**src/rtl/stopwatch_key_sequencer.sv**
```systemverilog
// Syncs, debounces and arbitrates three push-buttons into one-shot start/pause/stop commands.
// Latency: DEBOUNCE_CYCLES+3 edges from raw press to pulse; no backpressure, pulses are fire-and-forget.
module stopwatch_key_sequencer #(
    parameter int DEBOUNCE_CYCLES = 50000,
    parameter int CNT_WIDTH       = 16
) (
    input  logic clk,
    input  logic async_nreset,
    input  logic key_start_n,
    input  logic key_pause_n,
    input  logic key_stop_n,
    output logic start,
    output logic pause,
    output logic stop,
    output logic locked
);

    localparam logic [CNT_WIDTH-1:0] CNT_MAX = CNT_WIDTH'(DEBOUNCE_CYCLES - 1);

    typedef enum logic {
        IDLE,
        HOLD
    } state_t;

    // Bit order everywhere: [2]=stop, [1]=pause, [0]=start.
    logic [2:0]           key_raw;
    logic [2:0]           sync1;
    logic [2:0]           sync2;
    logic [2:0]           stb;
    logic [2:0]           stb_q;
    logic [2:0]           press;
    logic [CNT_WIDTH-1:0] cnt [3];
    state_t               state;

    assign key_raw = {key_stop_n, key_pause_n, key_start_n};
    assign press   = stb_q & ~stb;

    always_ff @(posedge clk or negedge async_nreset) begin
        if (!async_nreset) begin
            sync1 <= '1;
            sync2 <= '1;
            stb   <= '1;
            stb_q <= '1;
            for (int i = 0; i < 3; i++) begin
                cnt[i] <= '0;
            end
        end else begin
            sync1 <= key_raw;
            sync2 <= sync1;
            stb_q <= stb;
            for (int i = 0; i < 3; i++) begin
                if (sync2[i] == stb[i]) begin
                    cnt[i] <= '0;
                end else if (cnt[i] == CNT_MAX) begin
                    stb[i] <= sync2[i];
                    cnt[i] <= '0;
                end else begin
                    cnt[i] <= cnt[i] + CNT_WIDTH'(1);
                end
            end
        end
    end

    // Lower-priority simultaneous presses are dropped, not queued.
    always_ff @(posedge clk or negedge async_nreset) begin
        if (!async_nreset) begin
            state  <= IDLE;
            start  <= 1'b0;
            pause  <= 1'b0;
            stop   <= 1'b0;
            locked <= 1'b0;
        end else begin
            start <= 1'b0;
            pause <= 1'b0;
            stop  <= 1'b0;
            if (state == IDLE) begin
                if (|press) begin
                    state  <= HOLD;
                    locked <= 1'b1;
                    stop   <= press[2];
                    pause  <= press[1] & ~press[2];
                    start  <= press[0] & ~press[1] & ~press[2];
                end
            end else begin
                if (&stb) begin
                    state  <= IDLE;
                    locked <= 1'b0;
                end
            end
        end
    end

endmodule

```
**config.mk**
```make
export PLATFORM = sky130hd
export DESIGN_NAME = stopwatch_key_sequencer
export DESIGN_NICKNAME = d
export VERILOG_FILES = /design/src/rtl/stopwatch_key_sequencer.sv
export SDC_FILE = /design/constraint.sdc
export NUM_CORES = 1
export LEC_CHECK = 0
export ABC_AREA = 1
export BUFFER_PORTS_ARGS = -buffer_cell sky130_fd_sc_hd__buf_2
export CAP_MARGIN = 20
export CORE_UTILIZATION = 35
export CTS_BUF_LIST = sky130_fd_sc_hd__clkbuf_4 sky130_fd_sc_hd__clkbuf_8
export CTS_CLUSTER_DIAMETER = 150
export DETAILED_ROUTE_END_ITERATION = 10
export PLACE_DENSITY_LB_ADDON = 0.15
export SYNTH_ARGS = -nofsm -noshare
export SYNTH_HDL_FRONTEND = slang
export SYNTH_SLANG_ARGS = --single-unit
```
**constraint.sdc**
```tcl
create_clock -name clk -period 1.2 [get_ports clk]
set_input_delay 0.24 -clock clk [delete_from_list [all_inputs] [get_ports clk]]
set_output_delay 0.24 -clock clk [all_outputs]
set_load 0.01 [all_outputs]
```
==> summary.txt <==
Critical path
  • Slowest stage delay, CP: 0.43 ns
  • Worst path required time: 1.44 ns
  • Crit-path cells: ha_4 > nand3_4 > nor3_4 > nand2_4 > nand2_8 > nor2_1
  • R2R depth: 6
  • CP max FO: 7
  • Reg-to-reg critical path endpoint: cnt[20]
  • R2r setup slk: -0.14 ns
  • Data arrival, critical path: 1.58 ns
  • Crit Path Category: reg -> reg
  • Crit. End Element: flip-flop
  • CP startpoint kind: flip-flop
  • Reg2reg start: cnt[16]
  • Slowest library cell on the worst path: dfrtp_1

CTS
  • Max Buffers Root-to-Sink: 2
  • TritonCTS buffer count: 9
  • CTS Root Cell: clkbuf_8
  • Htree depth: 3
  • CTS tree: yes
  • CTS Sinks: 65
  • Clk_lat worst skew: 0.35 ns
  • Clock slew at reported path FFs: 0.09 ns

Detailed routing
  • Drt drc: 0
  • Vias per cell: 4.71
  • DR vias: 2732
  • Number of routed nets with antenna violations: 0
  • WL per Instance: 12.5 um
  • DR iter-0 viols: 115
  • DR pass1 iterations: 4
  • Drt total wl: 7270 um

GRT
  • Initial antenna violation count: 0
  • GRT Total Usage: 16.4%
  • Largest net degree at the start of global routing: 66
  • Number of global-route vias before repair: 2747
  • Total global routing overflow: 0
  • First-pass GRT wire length: 12500 um

Die
  • DIE WIDTH: 98.3 um
  • Die H: 98.3 um
  • Initial Utilization: 36.7%
  • Number of I/O pins: 9
  • Core Area: 8850 um^2
  • Die area: 9670 um^2
  • FP Rows: 34

Synthesis
  • Mapped Nets: 400
  • Post-Syn Area: 3250 um^2
  • Synth Warn #: 0
  • Distinct cells, synth: 30
  • Top FF cell, synth: dfrtp_1
  • Synth top cells by count: 95 x nor2_1, 77 x nand2_1, 53 x dfrtp_1
  • Seq/Total Area, Yosys: 50.5%
  • Synth top area share: 40.8%
  • #FFs+latches synth: 65
  • Avg Inst Size Synth: 8.29 um^2
  • Synth Instances: 392
  • Top-count cell post-synth: nor2_1
  • Fraction of registers with async set/reset: 100%
  • Largest area contributor in the netlist: dfrtp_1
  • Top post-synthesis cells by area: dfrtp_1 41%, nor2_1 11%, dfstp_2 9.7%, nand2_1 8.9%, nand3_1 4.9%
  • EDFF count, synth: 0

Cells and area
  • Post-route cell area: 4570 um^2
  • Layout cells sized above 1: 39.6%
  • Final net count: 475
  • Area Growth Syn to Fin: 40.8%
  • Antenna Cells: 0

Pwr
  • Pwr/cell area: 1040 nW/um^2
  • Total Power: 4.77 mW
  • Worst VDD drop: 0.593 mV
  • Static Leak: 2.09 nW

Timing
  • Fin crit share: 112%
  • Slew Limit Fails: 0
  • RSZ-0062 raised after global routing: true
  • Final setup violation count: 41
  • Max Fclk: 746 MHz
  • Final setup margin: -0.141 ns
  • Hold Fails Final Rpt: 0
  • Slew HR: 75.7%
  • Final min period: 1.34 ns
  • Setup_tns: -3.06 ns
  • Hold slack: 0.358 ns
  • Measured slew at the worst slew-check pin: 0.364 ns
  • Clock Skew: 0.0136 ns

Hold path
  • WHS Endpoint: sync2[0]
  • Hold path start: sync1[0]
  • Hold Path Class: reg -> reg
  • Hold depth: 0

Placed design
  • Gpl congestion: 0.824
  • DPL Wire Length: 4800 um
  • Placed Area: 3780 um^2
  • Dpl ws: -0.142 ns
  • Port Buffers: 8

Status
  • Status: finished with violations
  • Violated checks: negative setup slack

Job
  • Maxcap violations: 0
==> registers in the layout (all words and copies together) (netlist names) <==
| name | cells |
|---|---|
| start | 1 |
| stb_q | 3 |
| stop | 1 |
| stb | 3 |
| sync2 | 3 |
| state | 1 |
| pause | 1 |
| locked | 1 |
| cnt | 48 |
| sync1 | 3 |
==> worst max-delay path: cells and delay by family (launching register included) <==
| kind | cells | cell delay (ns) |
|---|---|---|
| adders and majority gates | 1 | 0.18 |
| DFF | 1 | 0.43 |
| and+or+nand+nor | 5 | 0.62 |
==> metal layers <==
layer,wire length [um],global-route usage (%)
met1,3510,21.5
met2,3480,26.6
met3,178,3.01
met4,104,6.89
met5,0,0
==> power breakdown <==
part / leakage, nW / switching (mW) / internal, mW
combinational: 1.13 / 0.158 / 0.133
clock: 0.118 / 0.986 / 1.22
sequential: 0.848 / 0.0445 / 2.23
total: 2.09 / 1.19 / 3.58
==> through the flow <==
step	std cells	util (%)
floorplan	392	-
global placement	548	42.7
detailed placement	548	42.7
CTS	575	48.6
global route	580	51.7
finish	580	51.7
==> placed cells by master (no fill, tap or decap), types with 2 or more instances in the layout <==
cell,count
a21oi_1,4
a21oi_2,5
a31oi_1,5
buf_2,8
buf_4,45
buf_6,6
bufinv_16,2
clkbuf_8,9
dfrtp_1,47
dfrtp_2,6
dfstp_2,12
dlygate4sd3_1,4
ha_4,3
inv_1,38
inv_2,4
inv_4,2
inv_6,2
inv_8,2
nand2_1,65
nand2_2,12
nand2_4,4
nand2_8,2
nand3_1,15
nand3_2,14
nand3_4,5
nand4_1,8
nor2_1,71
nor2_2,12
nor2_4,17
nor3_2,2
nor3_4,3
nor3b_2,2
o21ai_0,2
o21bai_1,3
xnor2_1,8
xor2_1,11
xor2_2,4
==> repair_timing <==
| item | in CTS | in global routing |
|---|---|---|
| pin swaps | 29 | 29 |
| buffers inserted | 7 | 5 |
| hold buffers | 4 | 0 |
| gates resized for setup | 47 | 62 |
| endpoints found under the hold margin | 56 | 0 |
| setup endpoints to repair | 41 | 49 |
==> cell type report <==
cell class / count / area, um^2
Clock inverter: 7 / 109
Timing Repair Buffer: 64 / 505
Multi-Input combinational cell: 283 / 1880
Sequential cell: 65 / 1650
Clock buffer: 9 / 124
Fill cell: 852 / 4280
Inverter: 44 / 170
Tap cell: 108 / 135
==> logic make-up (layout without fill, tap and decap cells) <==
kind of cell / count (synthesis) / count (layout) / synth area share (%)
DFF: 65 / 65 / 50.5
xor gates and xnor gates: 24 / 24 / 7.17
buffers and inverters: 44 / 124 / 5.08
AOI/OAI and AO/OA: 21 / 21 / 3.77
adders and majority gates: 3 / 3 / 1.16
and+or+nand+nor: 235 / 235 / 32.3
==> worst max-delay path by stage <==
| stage | start | depth (start not counted) | end | slack (ns) |
|---|---|---|---|---|
| global placement | cnt[33] | 6 | cnt[35] | -0.09 |
| detailed placement | cnt[33] | 6 | cnt[38] | -0.14 |
| global route | cnt[1] | 8 | cnt[10] | -0.23 |
| floorplan | cnt[32] | 6 | cnt[38] | -0.05 |
| CTS | cnt[1] | 8 | cnt[10] | -0.12 |
| finish | cnt[16] | 6 | cnt[20] | -0.14 |
(Power assumes the default switching activity.)
